`src/rtl/sram2rw_bus_ctrl.sv`:
```
// Bus-to-SRAM controller: one outstanding transaction, registered SRAM strobes.
// Define SRAM2RW_BUS_CTRL_RMW_EN to service partial writes by read-modify-write.
module sram2rw_bus_ctrl #(
  parameter int ADDR_W = 5,
  parameter int DATA_W = 32
) (
  input  logic              clk_i,
  input  logic              rst_i,
  input  logic              req_i,
  output logic              gnt_o,
  input  logic [31:0]       addr_i,
  input  logic              we_i,
  input  logic [3:0]        be_i,
  input  logic [31:0]       wdata_i,
  output logic              rvalid_o,
  output logic [31:0]       rdata_o,
  output logic              err_o,
  output logic              sram_csb_o,
  output logic              sram_web_o,
  output logic              sram_oeb_o,
  output logic [ADDR_W-1:0] sram_a_o,
  output logic [31:0]       sram_i_o,
  input  logic [31:0]       sram_o_i
);

  if (DATA_W != 32) begin : g_bad_data_w
    $error("sram2rw_bus_ctrl: DATA_W must be 32");
  end

`ifdef SRAM2RW_BUS_CTRL_RMW_EN
  typedef enum logic [1:0] {IDLE, ACC, RMW_WR, RESP} state_t;
`else
  typedef enum logic [1:0] {IDLE, ACC, RESP} state_t;
`endif

  state_t      state;
  logic        rd_q;
  logic        err_q;
  logic [31:0] sram_i_q;
  logic        oor;
  logic        unused_addr;

  assign unused_addr = ^addr_i[1:0];
  assign oor         = (addr_i >> (ADDR_W + 2)) != 32'd0;
  assign gnt_o       = req_i & ~rst_i & (state == IDLE);
  // Read data is passed straight from the SRAM during the response cycle.
  assign rdata_o     = (rvalid_o & rd_q) ? sram_o_i : 32'd0;

`ifdef SRAM2RW_BUS_CTRL_RMW_EN
  logic        rmw_q;
  logic [31:0] wdata_q;
  logic [3:0]  be_q;
  logic [31:0] merged;

  always_comb begin
    merged = sram_o_i;
    for (int k = 0; k < 4; k++)
      if (be_q[k]) merged[8*k +: 8] = wdata_q[8*k +: 8];
  end
  // Merge data only exists in RMW_WR, the cycle the old word appears on sram_o_i.
  assign sram_i_o = (state == RMW_WR) ? merged : sram_i_q;
`else
  assign sram_i_o = sram_i_q;
`endif

  always_ff @(posedge clk_i) begin
    if (rst_i) begin
      state      <= IDLE;
      rvalid_o   <= 1'b0;
      err_o      <= 1'b0;
      rd_q       <= 1'b0;
      err_q      <= 1'b0;
      sram_csb_o <= 1'b1;
      sram_web_o <= 1'b1;
      sram_oeb_o <= 1'b1;
      sram_a_o   <= '0;
      sram_i_q   <= 32'd0;
`ifdef SRAM2RW_BUS_CTRL_RMW_EN
      rmw_q      <= 1'b0;
      wdata_q    <= 32'd0;
      be_q       <= 4'd0;
`endif
    end else begin
      case (state)
        IDLE: if (gnt_o) begin
          state    <= ACC;
          rd_q     <= 1'b0;
          err_q    <= 1'b0;
          sram_a_o <= addr_i[ADDR_W+1:2];
          if (oor) err_q <= 1'b1;
          else if (!we_i) begin
            sram_csb_o <= 1'b0;
            rd_q       <= 1'b1;
          end else if (be_i == 4'hF) begin
            sram_csb_o <= 1'b0;
            sram_web_o <= 1'b0;
            sram_i_q   <= wdata_i;
          end else if (be_i != 4'h0) begin
`ifdef SRAM2RW_BUS_CTRL_RMW_EN
            sram_csb_o <= 1'b0;
            rmw_q      <= 1'b1;
            wdata_q    <= wdata_i;
            be_q       <= be_i;
`else
            err_q      <= 1'b1;
`endif
          end
        end
        ACC: begin
          sram_csb_o <= 1'b1;
          sram_web_o <= 1'b1;
          sram_oeb_o <= sram_csb_o | ~sram_web_o;
`ifdef SRAM2RW_BUS_CTRL_RMW_EN
          if (rmw_q) begin
            state      <= RMW_WR;
            sram_csb_o <= 1'b0;
            sram_web_o <= 1'b0;
          end else begin
            state    <= RESP;
            rvalid_o <= 1'b1;
            err_o    <= err_q;
          end
`else
          state    <= RESP;
          rvalid_o <= 1'b1;
          err_o    <= err_q;
`endif
        end
`ifdef SRAM2RW_BUS_CTRL_RMW_EN
        RMW_WR: begin
          state      <= RESP;
          sram_csb_o <= 1'b1;
          sram_web_o <= 1'b1;
          sram_oeb_o <= 1'b1;
          rvalid_o   <= 1'b1;
          err_o      <= 1'b0;
        end
`endif
        RESP: begin
          state      <= IDLE;
          rvalid_o   <= 1'b0;
          err_o      <= 1'b0;
          sram_oeb_o <= 1'b1;
          rd_q       <= 1'b0;
`ifdef SRAM2RW_BUS_CTRL_RMW_EN
          rmw_q      <= 1'b0;
`endif
        end
        default: state <= IDLE;
      endcase
    end
  end

endmodule

```
`config.mk`:
```
export PLATFORM = sky130hd
export DESIGN_NAME = sram2rw_bus_ctrl
export DESIGN_NICKNAME = d
export VERILOG_FILES = /design/src/rtl/sram2rw_bus_ctrl.sv
export SDC_FILE = /design/constraint.sdc
export NUM_CORES = 1
export LEC_CHECK = 0
export CORE_UTILIZATION = 31
export CTS_BUF_LIST = sky130_fd_sc_hd__clkbuf_8
export CTS_CLUSTER_SIZE = 10
export DETAILED_ROUTE_END_ITERATION = 7
export HOLD_SLACK_MARGIN = 0.12
export PLACE_DENSITY = 0.89
export RECOVER_POWER = 100
export REMOVE_ABC_BUFFERS = 1
export SLEW_MARGIN = 15
export SYNTH_ARGS = -nofsm -noshare
export SYNTH_HDL_FRONTEND = slang
export SYNTH_SLANG_ARGS = --single-unit
```
`constraint.sdc`:
```
create_clock -name clk_i -period 2 [get_ports clk_i]
set_clock_uncertainty 0.15 [all_clocks]
set_input_delay 0.5 -clock clk_i [delete_from_list [all_inputs] [get_ports clk_i]]
set_output_delay 0.5 -clock clk_i [all_outputs]
set_load 0.005 [all_outputs]
```
==> results of run 1 <==
[final cells by class]
| type | instances | area share |
|---|---|---|
| Sequential cell | 46 | 0.208 |
| Clock buffer | 5 | 0.0155 |
| Timing Repair Buffer | 204 | 0.456 |
| Clock inverter | 3 | 0.00478 |
| Tap cell | 96 | 0.0270 |
| Inverter | 6 | 0.00562 |
| Multi-Input combinational cell | 193 | 0.284 |
[worst max-delay path: cells and delay by family]
| kind | cells | cell delay, ps |
|---|---|---|
| AND/OR/NAND/NOR | 1 | 150 |
| buffers and inverters | 2 | 680 |
[cells in the mapped netlist]
library cell	count	share of area
sky130_fd_sc_hd__o21ai_0	7	0.016
sky130_fd_sc_hd__nor3_4	1	0.0072
sky130_fd_sc_hd__nand2_1	75	0.13
sky130_fd_sc_hd__nor4_2	2	0.011
sky130_fd_sc_hd__mux2i_1	33	0.15
sky130_fd_sc_hd__nor2_1	9	0.015
sky130_fd_sc_hd__or3_2	1	0.0033
sky130_fd_sc_hd__o211ai_1	2	0.0067
sky130_fd_sc_hd__clkbuf_1	14	0.023
sky130_fd_sc_hd__nand4_2	1	0.0056
sky130_fd_sc_hd__and4_1	2	0.0078
sky130_fd_sc_hd__o221ai_1	1	0.0039
sky130_fd_sc_hd__buf_1	1	0.0017
sky130_fd_sc_hd__a211oi_1	1	0.0033
sky130_fd_sc_hd__buf_8	3	0.020
sky130_fd_sc_hd__nand2b_1	3	0.0084
sky130_fd_sc_hd__and3b_1	1	0.0039
sky130_fd_sc_hd__a21oi_1	3	0.0067
sky130_fd_sc_hd__nand4_1	1	0.0028
sky130_fd_sc_hd__dfxtp_1	46	0.41
sky130_fd_sc_hd__nor4_4	1	0.0095
sky130_fd_sc_hd__nand3_1	3	0.0067
sky130_fd_sc_hd__o31ai_1	2	0.0067
sky130_fd_sc_hd__o311a_2	1	0.0050
sky130_fd_sc_hd__inv_1	6	0.010
sky130_fd_sc_hd__nor4_1	4	0.011
sky130_fd_sc_hd__and3_1	32	0.089
sky130_fd_sc_hd__ha_1	4	0.022
sky130_fd_sc_hd__or4_1	1	0.0033
sky130_fd_sc_hd__nor3_1	2	0.0045
sky130_fd_sc_hd__clkbuf_2	1	0.0022
[how the worst max path moves through the flow]
| stage | end | slack (ps) |
|---|---|---|
| 6_report | rdata_o[31] | 20 |
| 5_1_grt | rdata_o[6] | -10 |
| 4_1_cts | rdata_o[28] | 4 |
| 3_5_place_dp | rd_q$_SDFFE_PP0P_ | -470 |
| 3_3_place_gp | rd_q$_SDFFE_PP0P_ | -440 |
| 2_1_floorplan | sram_i_o[0]$_SDFFE_PP0P_ | -830 |
[power by group]
part           leakage (nW)  internal (mW)  total, mW  switching, mW
clock network        0.0441          0.246      0.575          0.329
registers             0.373          0.936      0.949         0.0126
logic                  1.60          0.280      0.448          0.168
total                  2.02           1.46       1.97          0.509
[routing by layer]
metal  vias up  global-route usage
li1       1290                   -
met1      1205               0.190
met2       133               0.412
met3         6              0.0900
met4         0              0.0537
met5         -                   0
[metrics by stage]
stage,hold WS [ps],util
detailed placement,299,0.618
finish,308,0.644
global placement,291,0.618
global route,331,0.644
floorplan,301,-
CTS,313,0.645
[logic make-up (layout without fill, tap and decap cells)]
group	Yosys count	in the layout	synth area share
buf+inv	25	218	0.0574
simple gates	139	139	0.315
mux	33	33	0.147
flops	46	46	0.410
fa+ha+maj	4	4	0.0223
compound gates	17	17	0.0479
[timing repair]
item | in CTS | in global routing
hold buffers | 0 | 0
buffers inserted | 3 | 0
cloned | 2 | 0
gates resized for setup | 83 | 33
setup endpoints to repair | 68 | 51
pin swaps | 12 | 12
[flip-flops by register name, indices dropped and copies added, names as in the netlist]
signal / flops
err_q: 1
err_o: 1
sram_oeb_o: 1
sram_web_o: 1
sram_i_o: 32
state: 2
rvalid_o: 1
rd_q: 1
sram_a_o: 5
sram_csb_o: 1
==> results_tabular.tex, run 1 <==
\begin{tabular}{lr}
\hline
Metric & Value \\
\hline
\multicolumn{2}{l}{\textbf{Worst hold path}} \\
Launch instance of the worst min-delay path & sram\_i\_o[24]\$\_SDFFE\_PP0P\_ \\
Cell depth of the worst min-delay path & 2 \\
Path category of the worst min-delay check & reg -> reg \\
Hold Path End & sram\_i\_o[24]\$\_SDFFE\_PP0P\_ \\
\multicolumn{2}{l}{\textbf{Logic synthesis}} \\
Sequential element share of the synthesized area & 0.410 \\
Netlist area before placement & 0.00224 mm\^{}2 \\
Synth warnings & 0 \\
Syn Inst Count & 264 \\
Flop and latch count out of synthesis & 46 \\
Yosys cell types & 31 \\
Average instance area after synthesis & 8.50 um\^{}2 \\
\multicolumn{2}{l}{\textbf{Detailed routing}} \\
ANT nets after route & 0 \\
Total vias in the final route & 2634 \\
Metal2 WL & 4250 um \\
Number of design-rule violations left by the first detailed-router iteration & 104 \\
Wl on met1 & 2720 um \\
Routed wirelength normalized by instance count & 14.2 um \\
Top layer reached by signal wires & met4 \\
Detailed-route DRC error count & 0 \\
Amount of wire on met3 after detailed routing & 817 um \\
Number of detailed-route iterations in the first pass & 6 \\
Via density per instance & 4.76 \\
Drt total wl & 7860 um \\
\multicolumn{2}{l}{\textbf{Floorplanning}} \\
Area of the die & 0.00758 mm\^{}2 \\
DIE WIDTH & 87.1 um \\
I/O pin total & 179 \\
Height of the chip & 87.1 um \\
Effective utilization at floorplan & 0.325 \\
FP Rows & 30 \\
Core area & 0.00691 mm\^{}2 \\
\multicolumn{2}{l}{\textbf{Final layout}} \\
Final Instance Count excl. Fillers & 553 \\
Final Net Count & 564 \\
Layout-stage area growth over the synthesis result & 98.2\% \\
Number of inserted filler cells in the final layout & 572 \\
Commonest cells after routing, fill and taps aside & sky130\_fd\_sc\_hd\_\_clkdlybuf4s50\_1 (76), sky130\_fd\_sc\_hd\_\_nand2\_1 (75), sky130\_fd\_sc\_hd\_\_dfxtp\_1 (44), sky130\_fd\_sc\_hd\_\_dlygate4sd3\_1 (40), sky130\_fd\_sc\_hd\_\_dlygate4sd2\_1 (34) \\
Ant. Diodes & 0 \\
Layout Cell Area excl Fill & 0.00445 mm\^{}2 \\
Fraction of final layout cells sized beyond drive strength 1 & 0.125 \\
Area of the multi-input gates & 0.00126 mm\^{}2 \\
Sequential cell area & 923 um\^{}2 \\
Most common cell after layout, fill and taps aside & sky130\_fd\_sc\_hd\_\_clkdlybuf4s50\_1 \\
\multicolumn{2}{l}{\textbf{STA}} \\
Final count of hold timing violations & 0 \\
Fin crit share & 0.992 \\
Sum of negative setup slack & 0 ps \\
Final worst-path setup slack & 15.6 ps \\
Actual slew at the worst max-slew pin & 329 ps \\
Final number of max-transition violations & 0 \\
Final setup violation count & 0 \\
Peak clock frequency supported by timing & 0.504 GHz \\
Headroom to the max-slew limit & 0.779 \\
Post-layout minimum cycle time & 1980 ps \\
\multicolumn{2}{l}{\textbf{Placement}} \\
Final HPWL DP & 6010 um \\
Placed cell areas & 0.00427 mm\^{}2 \\
Number of cells in the design after placement & 540 \\
Gp weighted congestion & 0.801 \\
Number of buffers inserted by port buffering & 176 \\
Setup Slack @ Placement & -472 ps \\
\multicolumn{2}{l}{\textbf{Power}} \\
Total power density per cell area & 443 mW/mm\^{}2 \\
Maximum vdd ir drop & 0.305 mV \\
Pwr Total & 1.97 mW \\
Leakage power figure & 2.02 nW \\
\multicolumn{2}{l}{\textbf{Clock tree}} \\
TritonCTS clock tree & done \\
Total clock buffers created by CTS & 5 \\
Number of sinks handled by clock tree synthesis & 46 \\
Clock latency reported for the late side of the worst-skew pair & 290 ps \\
Number of levels in the clock H-tree & 2 \\
CTS Buffer Depth & 2 \\
Clock transition at the registers of the reported paths & 90 ps \\
Cell at the root of the clock tree & sky130\_fd\_sc\_hd\_\_clkbuf\_8 \\
\multicolumn{2}{l}{\textbf{Setup path}} \\
Kind of start point of the critical path & primary input \\
Setup CP Type & in -> out \\
Minimum setup slack among reg-to-reg paths & 110 ps \\
WP data required & 1350 ps \\
Endpoint class of the critical path & output port \\
R2r endpoint & sram\_i\_o[22]\$\_SDFFE\_PP0P\_ \\
Reg2reg path depth & 10 \\
Largest stage delay on the critical path & 450 ps \\
Critical path fanouts, max & 1 \\
Critical path's slowest cell & sky130\_fd\_sc\_hd\_\_clkdlybuf4s50\_1 \\
Critical path cell sequence & clkdlybuf4s50\_1 -> and3\_1 -> dlygate4sd2\_1 \\
Crit path from & sram\_o\_i[31] \\
Critical register-to-register path startpoint & state[1]\$\_SDFFE\_PP0P\_ \\
Worst path arrival time & 1330 ps \\
\multicolumn{2}{l}{\textbf{Global route}} \\
Number of global-route vias before repair & 2699 \\
GRT Residual Overflow & 0 \\
Antenna violations before repair & 0 \\
GRT Overall Usage & 0.207 \\
Global-route wire length before repair & 12100 um \\
Largest net degree at the start of global routing & 33 \\
\multicolumn{2}{l}{\textbf{Flow run}} \\
Max-cap check violation count & 0 \\
\multicolumn{2}{l}{\textbf{Outcome}} \\
Result of the run & finished, final reports clean \\
\hline
\end{tabular}
Note: power is estimated with default switching activity, not from simulation.
==> inputs of run 2 (changes only) <==
--- a/config.mk
+++ b/config.mk
@@ -5,6 +5,7 @@
 export SDC_FILE = /design/constraint.sdc
 export NUM_CORES = 1
 export LEC_CHECK = 0
+export CORE_MARGIN = 5
 export CORE_UTILIZATION = 31
 export CTS_BUF_LIST = sky130_fd_sc_hd__clkbuf_8
 export CTS_CLUSTER_SIZE = 10
==> run 2 against run 1 <==
Against the previous run:
- the flow now finishes with violations (negative setup slack)
- worst setup slack got worse by 57 ps
- utilization fell by 1.6 points
- non-clock buffer count rose by 3
- worst hold slack barely moved
- critical path type is now in -> reg
- highest routed layer unchanged
==> results_tabular.tex, run 2 (synthesis gave the netlist of run 1 again) <==
\begin{tabular}{lr}
\hline
Metric & Value \\
\hline
\multicolumn{2}{l}{\textbf{Final layout}} \\
Commonest cells after routing, fill and taps aside & sky130\_fd\_sc\_hd\_\_clkdlybuf4s50\_1 (76), sky130\_fd\_sc\_hd\_\_nand2\_1 (75), sky130\_fd\_sc\_hd\_\_dfxtp\_1 (45), sky130\_fd\_sc\_hd\_\_dlygate4sd3\_1 (40) \\
Final Net Count & 567 \\
Flip-flop count of the largest register after layout & 32 \\
Ant. Diodes & 0 \\
Final core occ & 0.628 \\
Layout-stage area growth over the synthesis result & 99.7\% \\
Fraction of final layout cells sized beyond drive strength 1 & 0.126 \\
Most common cell after layout, fill and taps aside & sky130\_fd\_sc\_hd\_\_clkdlybuf4s50\_1 \\
Layout Cell Area excl Fill & 0.00448 mm\^{}2 \\
\multicolumn{2}{l}{\textbf{STA}} \\
Final worst hold slack & 307 ps \\
Fin crit share & 1.02 \\
Final setup violation count & 6 \\
Post-layout minimum cycle time & 2040 ps \\
Final count of hold timing violations & 0 \\
Final worst-path setup slack & -41.2 ps \\
Final number of max-transition violations & 0 \\
Headroom to the max-slew limit & 0.607 \\
Peak clock frequency supported by timing & 0.490 GHz \\
Actual slew at the worst max-slew pin & 589 ps \\
\multicolumn{2}{l}{\textbf{Detailed routing}} \\
ANT nets after route & 0 \\
Routed wirelength normalized by instance count & 14.4 um \\
Detailed-route DRC error count & 0 \\
Via density per instance & 4.60 \\
Drt total wl & 8070 um \\
Number of design-rule violations left by the first detailed-router iteration & 62 \\
Number of detailed-route iterations in the first pass & 4 \\
Total vias in the final route & 2573 \\
\multicolumn{2}{l}{\textbf{Floorplanning}} \\
FP Rows & 31 \\
Effective utilization at floorplan & 0.315 \\
Core area & 0.00714 mm\^{}2 \\
Area of the die & 0.00904 mm\^{}2 \\
Height of the chip & 95.1 um \\
I/O pin total & 179 \\
DIE WIDTH & 95.1 um \\
\multicolumn{2}{l}{\textbf{Power}} \\
Design internal power & 1.70 mW \\
Leakage power figure & 2.06 nW \\
Maximum vdd ir drop & 0.371 mV \\
Part of the total power dissipated in combinational logic & 0.192 \\
Clock share of power & 0.378 \\
Total power density per cell area & 491 mW/mm\^{}2 \\
Flop pwr share & 0.430 \\
Pwr Total & 2.20 mW \\
Psw & 0.502 mW \\
Net switching fraction of the power & 0.228 \\
\multicolumn{2}{l}{\textbf{Clock tree}} \\
TritonCTS clock tree & done \\
Clock transition at the registers of the reported paths & 80 ps \\
Total clock buffers created by CTS & 5 \\
Number of levels in the clock H-tree & 2 \\
\# hold bufs at CTS & 0 \\
CTS Buffer Depth & 2 \\
Cell at the root of the clock tree & sky130\_fd\_sc\_hd\_\_clkbuf\_8 \\
Clock latency reported for the late side of the worst-skew pair & 290 ps \\
Number of sinks handled by clock tree synthesis & 46 \\
\multicolumn{2}{l}{\textbf{Outcome}} \\
Result of the run & finished with violations \\
Violations in the final reports & negative setup slack \\
\multicolumn{2}{l}{\textbf{Worst hold path}} \\
Cell depth of the worst min-delay path & 2 \\
Path category of the worst min-delay check & reg -> reg \\
Hold Path End & sram\_i\_o[5]\$\_SDFFE\_PP0P\_ \\
Launch instance of the worst min-delay path & sram\_i\_o[5]\$\_SDFFE\_PP0P\_ \\
\multicolumn{2}{l}{\textbf{Setup path}} \\
Worst path arrival time & 2120 ps \\
Endpoint class of the critical path & flip-flop \\
Count of buffering cells on the critical path with inverters included & 2 \\
Critical path fanouts, max & 5 \\
Kind of start point of the critical path & primary input \\
WP data required & 2070 ps \\
Critical path cell sequence & clkdlybuf4s50\_1 -> nor3\_2 -> nand3\_2 -> buf\_6 -> or4\_1 -> a21oi\_1 \\
Reg2reg path depth & 9 \\
Critical path's slowest cell & sky130\_fd\_sc\_hd\_\_or4\_1 \\
Setup CP Type & in -> reg \\
R2r endpoint & sram\_i\_o[15]\$\_SDFFE\_PP0P\_ \\
Minimum setup slack among reg-to-reg paths & 90 ps \\
Top delay family on crit path & simple AND/OR/NAND/NOR gates \\
Critical register-to-register path startpoint & state[0]\$\_SDFFE\_PP0P\_ \\
Largest stage delay on the critical path & 470 ps \\
\multicolumn{2}{l}{\textbf{Global route}} \\
Largest net degree at the start of global routing & 37 \\
Global-route wire length before repair & 12300 um \\
Antenna violations before repair & 0 \\
GRT Overall Usage & 0.171 \\
Number of global-route vias before repair & 2658 \\
GRT Residual Overflow & 0 \\
\multicolumn{2}{l}{\textbf{Placement}} \\
Placed cell areas & 0.00423 mm\^{}2 \\
Gp weighted congestion & 0.741 \\
Number of buffers inserted by port buffering & 176 \\
Final HPWL DP & 6180 um \\
\multicolumn{2}{l}{\textbf{Flow run}} \\
Max-cap check violation count & 0 \\
\hline
\end{tabular}
-- run 2: power by group through the flow --
stage	registers (mW)	clock network, mW	logic [mW]
after floorplan	0.984	0	0.0959
after global placement	0.966	0	0.429
after detailed placement	0.967	0	0.439
final	0.947	0.832	0.424
after CTS	0.947	0.852	0.428
after global routing	0.950	0.905	0.465
-- run 2: per-layer routing --
metal / wire, um / up-vias / track usage
li1: - / 1288 / -
met1: 2950 / 1152 / 0.175
met2: 4190 / 121 / 0.323
met3: 846 / 12 / 0.0624
met4: 82 / 0 / 0.0481
met5: 0 / - / 0
-- run 2: worst max-delay path by stage --
stage,from,to,slack [ps],cells past startpoint
2_1_floorplan,state[0]$_SDFFE_PP0P_,sram_i_o[0]$_SDFFE_PP0P_,-830,6
3_3_place_gp,addr_i[11],rd_q$_SDFFE_PP0P_,-440,6
3_5_place_dp,addr_i[28],sram_i_o[15]$_SDFFE_PP0P_,-490,6
4_1_cts,sram_o_i[8],rdata_o[8],1,3
5_1_grt,addr_i[21],sram_i_o[6]$_SDFFE_PP0P_,-80,7
6_report,addr_i[21],rd_q$_SDFFE_PP0P_,-40,6
-- run 2: area by class of cell --
cell class | count | area [um^2]
Clock inverter | 3 | 68.8
Clock buffer | 5 | 68.8
Sequential cell | 46 | 922
Inverter | 6 | 22.5
Multi-Input combinational cell | 193 | 1250
Fill cell | 639 | 2650
Tap cell | 99 | 124
Timing Repair Buffer | 207 | 2030
-- run 2: tightest hold or removal path: stages (launching register included) --
cell and delay (ps):
sky130_fd_sc_hd__dfxtp_1 310, sky130_fd_sc_hd__nand2_1 50, sky130_fd_sc_hd__mux2i_1 50
-- run 2: timing repair --
| action | CTS | global route |
|---|---|---|
| resized for setup | 81 | 33 |
| pin swaps | 12 | 10 |
| cloned | 3 | 1 |
| buffers inserted | 4 | 1 |
| setup endpoints to repair | 69 | 38 |
-- run 2: per-stage QoR --
stage,setup TNS [ps],std cells,setup slack (ps)
final,-125,559,-41.2
after global routing,-1030,559,-79.5
after CTS,0,558,1.14
after detailed placement,-23250,543,-491
after global placement,-22140,543,-443
after floorplan,-28410,245,-833
==> inputs of run 3 (changes only) <==
--- a/config.mk
+++ b/config.mk
@@ -6,12 +6,12 @@
 export NUM_CORES = 1
 export LEC_CHECK = 0
 export CORE_MARGIN = 5
-export CORE_UTILIZATION = 31
+export CORE_UTILIZATION = 34
 export CTS_BUF_LIST = sky130_fd_sc_hd__clkbuf_8
 export CTS_CLUSTER_SIZE = 10
 export DETAILED_ROUTE_END_ITERATION = 7
 export HOLD_SLACK_MARGIN = 0.12
-export PLACE_DENSITY = 0.89
+export PLACE_DENSITY = 0.93
 export RECOVER_POWER = 100
 export REMOVE_ABC_BUFFERS = 1
 export SLEW_MARGIN = 15
==> constraint.sdc (replaced) <==
create_clock -name clk_i -period 2.18 [get_ports clk_i]
set_clock_uncertainty 0.15 [all_clocks]
set_input_delay 0.545 -clock clk_i [delete_from_list [all_inputs] [get_ports clk_i]]
set_output_delay 0.545 -clock clk_i [all_outputs]
set_load 0.005 [all_outputs]
==> run 3 against run 2 <==
Against the previous run:
- the run now ends clean
- total power shrank 19%
- global-route usage rose by 0.83 points
- clock-buffer cell count did not move
- critical path depth unchanged
- utilization is 5.0 points higher
- flip-flop and latch count unchanged
- critical endpoint is now sram_csb_o$_SDFFE_PP1P_
- largest power group unchanged
- highest routed layer unchanged
==> results_tabular.tex, run 3 (synthesis gave the netlist of run 1 again) <==
\begin{tabular}{lr}
\hline
Metric & Value \\
\hline
\multicolumn{2}{l}{\textbf{Outcome}} \\
Result of the run & finished, final reports clean \\
\multicolumn{2}{l}{\textbf{Final layout}} \\
Sequential cell area & 921 um\^{}2 \\
Final Net Count & 556 \\
Area of the multi-input gates & 0.00124 mm\^{}2 \\
Number of inserted filler cells in the final layout & 495 \\
Layout-stage area growth over the synthesis result & 92.9\% \\
Commonest cells after routing, fill and taps aside & sky130\_fd\_sc\_hd\_\_clkdlybuf4s50\_1 (92), sky130\_fd\_sc\_hd\_\_nand2\_1 (75), sky130\_fd\_sc\_hd\_\_dfxtp\_1 (46), sky130\_fd\_sc\_hd\_\_dlygate4sd3\_1 (41), sky130\_fd\_sc\_hd\_\_dlygate4sd2\_1 (33) \\
Fraction of final layout cells sized beyond drive strength 1 & 0.0980 \\
Flip-flop count of the largest register after layout & 32 \\
Most common cell after layout, fill and taps aside & sky130\_fd\_sc\_hd\_\_clkdlybuf4s50\_1 \\
Ant. Diodes & 0 \\
Final Instance Count excl. Fillers & 526 \\
\multicolumn{2}{l}{\textbf{Clock tree}} \\
Total clock buffers created by CTS & 5 \\
\# hold bufs at CTS & 0 \\
TritonCTS clock tree & done \\
CTS Buffer Depth & 2 \\
Clock transition at the registers of the reported paths & 90 ps \\
Number of sinks handled by clock tree synthesis & 46 \\
Clock latency reported for the late side of the worst-skew pair & 290 ps \\
Number of levels in the clock H-tree & 2 \\
Cell at the root of the clock tree & sky130\_fd\_sc\_hd\_\_clkbuf\_8 \\
\multicolumn{2}{l}{\textbf{Setup path}} \\
Worst path arrival time & 2180 ps \\
Critical path's slowest cell & sky130\_fd\_sc\_hd\_\_clkdlybuf4s50\_1 \\
Kind of start point of the critical path & primary input \\
Minimum setup slack among reg-to-reg paths & 80 ps \\
WP data required & 2250 ps \\
Top delay family on crit path & buffers and inverters \\
Critical path fanouts, max & 5 \\
Critical path cell sequence & clkdlybuf4s50\_1 -> nor4\_2 -> nand3\_2 -> buf\_4 -> o311a\_2 -> o31ai\_2 \\
Cell depth of the worst setup path & 6 \\
Endpoint class of the critical path & flip-flop \\
Count of buffering cells on the critical path with inverters included & 2 \\
Largest stage delay on the critical path & 420 ps \\
Setup CP Type & in -> reg \\
Reg2reg path depth & 10 \\
\multicolumn{2}{l}{\textbf{Global route}} \\
Global-route wire length before repair & 12300 um \\
GRT Overall Usage & 0.179 \\
Antenna violations before repair & 0 \\
Largest net degree at the start of global routing & 42 \\
Number of global-route vias before repair & 2493 \\
GRT Residual Overflow & 0 \\
\multicolumn{2}{l}{\textbf{STA}} \\
Final worst hold slack & 310 ps \\
Sum of negative setup slack & 0 ps \\
Final number of max-transition violations & 0 \\
Final worst-path setup slack & 65.4 ps \\
Final setup violation count & 0 \\
Actual slew at the worst max-slew pin & 764 ps \\
Post-layout minimum cycle time & 2110 ps \\
Peak clock frequency supported by timing & 0.473 GHz \\
Fin crit share & 0.970 \\
Headroom to the max-slew limit & 0.491 \\
Final count of hold timing violations & 0 \\
\multicolumn{2}{l}{\textbf{Placement}} \\
Final HPWL DP & 6340 um \\
Setup Slack @ Placement & -330 ps \\
Number of buffers inserted by port buffering & 176 \\
Gp weighted congestion & 0.826 \\
Number of cells in the design after placement & 513 \\
\multicolumn{2}{l}{\textbf{Floorplanning}} \\
Effective utilization at floorplan & 0.351 \\
DIE WIDTH & 91.3 um \\
Area of the die & 0.00833 mm\^{}2 \\
Height of the chip & 91.3 um \\
FP Rows & 29 \\
I/O pin total & 179 \\
Core area & 0.00639 mm\^{}2 \\
\multicolumn{2}{l}{\textbf{Detailed routing}} \\
Number of detailed-route iterations in the first pass & 4 \\
Via density per instance & 4.80 \\
Routed wirelength normalized by instance count & 15.8 um \\
Total vias in the final route & 2527 \\
Number of design-rule violations left by the first detailed-router iteration & 82 \\
Drt total wl & 8320 um \\
ANT nets after route & 0 \\
Detailed-route DRC error count & 0 \\
\multicolumn{2}{l}{\textbf{Power}} \\
Leakage power figure & 2.07 nW \\
Total power density per cell area & 410 mW/mm\^{}2 \\
Maximum vdd ir drop & 0.400 mV \\
\multicolumn{2}{l}{\textbf{Worst hold path}} \\
Cell depth of the worst min-delay path & 2 \\
Path category of the worst min-delay check & reg -> reg \\
\multicolumn{2}{l}{\textbf{Flow run}} \\
Max-cap check violation count & 0 \\
\hline
\end{tabular}
==> run 3: cell types whose count changed in the layout (fill, tap and decap cells not counted), sizes merged, moves of 2 or more <==
cell | before | now
bufinv | 2 | 0
dlymetal6s2s | 4 | 9
clkdlybuf4s15 | 19 | 1
clkbuf | 13 | 9
clkdlybuf4s50 | 76 | 92
buf | 28 | 16
==> run 3: per-stage QoR <==
stage               total power, mW   util  instance area [um^2]
detailed placement             1.29  0.651                  4160
global route                   1.86  0.678                  4330
global placement               1.28  0.651                  4160
CTS                            1.80  0.663                  4240
floorplan                     0.991      -                  2140
finish                         1.77  0.678                  4330
==> run 3: worst register-to-register path, stage by stage, from the launching register on <==
cell and delay (ps):
sky130_fd_sc_hd__dfxtp_1 330, sky130_fd_sc_hd__inv_1 100, sky130_fd_sc_hd__ha_1 170, sky130_fd_sc_hd__and3b_2 220, sky130_fd_sc_hd__buf_6 110, sky130_fd_sc_hd__buf_6 110
sky130_fd_sc_hd__nand3_2 90, sky130_fd_sc_hd__nor3_4 230, sky130_fd_sc_hd__buf_12 150, sky130_fd_sc_hd__buf_6 170, sky130_fd_sc_hd__mux2i_1 210
==> run 3: path summary, 6_finish.rpt <==
check                                                 end                       from
worst max-delay path              sram_csb_o$_SDFFE_PP1P_                 addr_i[25]
worst min-delay path            sram_i_o[30]$_SDFFE_PP0P_  sram_i_o[30]$_SDFFE_PP0P_
worst max register to register   sram_i_o[0]$_SDFFE_PP0P_      state[1]$_SDFFE_PP0P_
worst min register to register  sram_i_o[30]$_SDFFE_PP0P_  sram_i_o[30]$_SDFFE_PP0P_
==> run 3: where the power goes <==
group	switching (mW)	internal, mW
logic	0.141	0.240
clock network	0.300	0.222
registers	0.0121	0.858
total	0.454	1.32
==> run 3: area by class of cell <==
cell class                      instances  area share
Inverter                                6     0.00520
Clock inverter                          3     0.00405
Tap cell                               77      0.0223
Timing Repair Buffer                  196       0.453
Multi-Input combinational cell        193       0.287
Sequential cell                        46       0.213
Clock buffer                            5      0.0159
==> run 3: repair_timing <==
item | CTS | global route
resized for setup | 41 | 17
gates cloned | 0 | 3
setup buffers | 1 | 1
endpoints found under the setup margin | 37 | 36
pin swaps | 3 | 8
==> run 3: metal layers <==
layer,GRT usage,part of all wire,vias to the layer above
met3,0.0603,0.083,9
met2,0.340,0.53,104
met1,0.194,0.38,1146
met4,0.0293,0.0094,0
li1,-,-,1268
met5,0,0,-
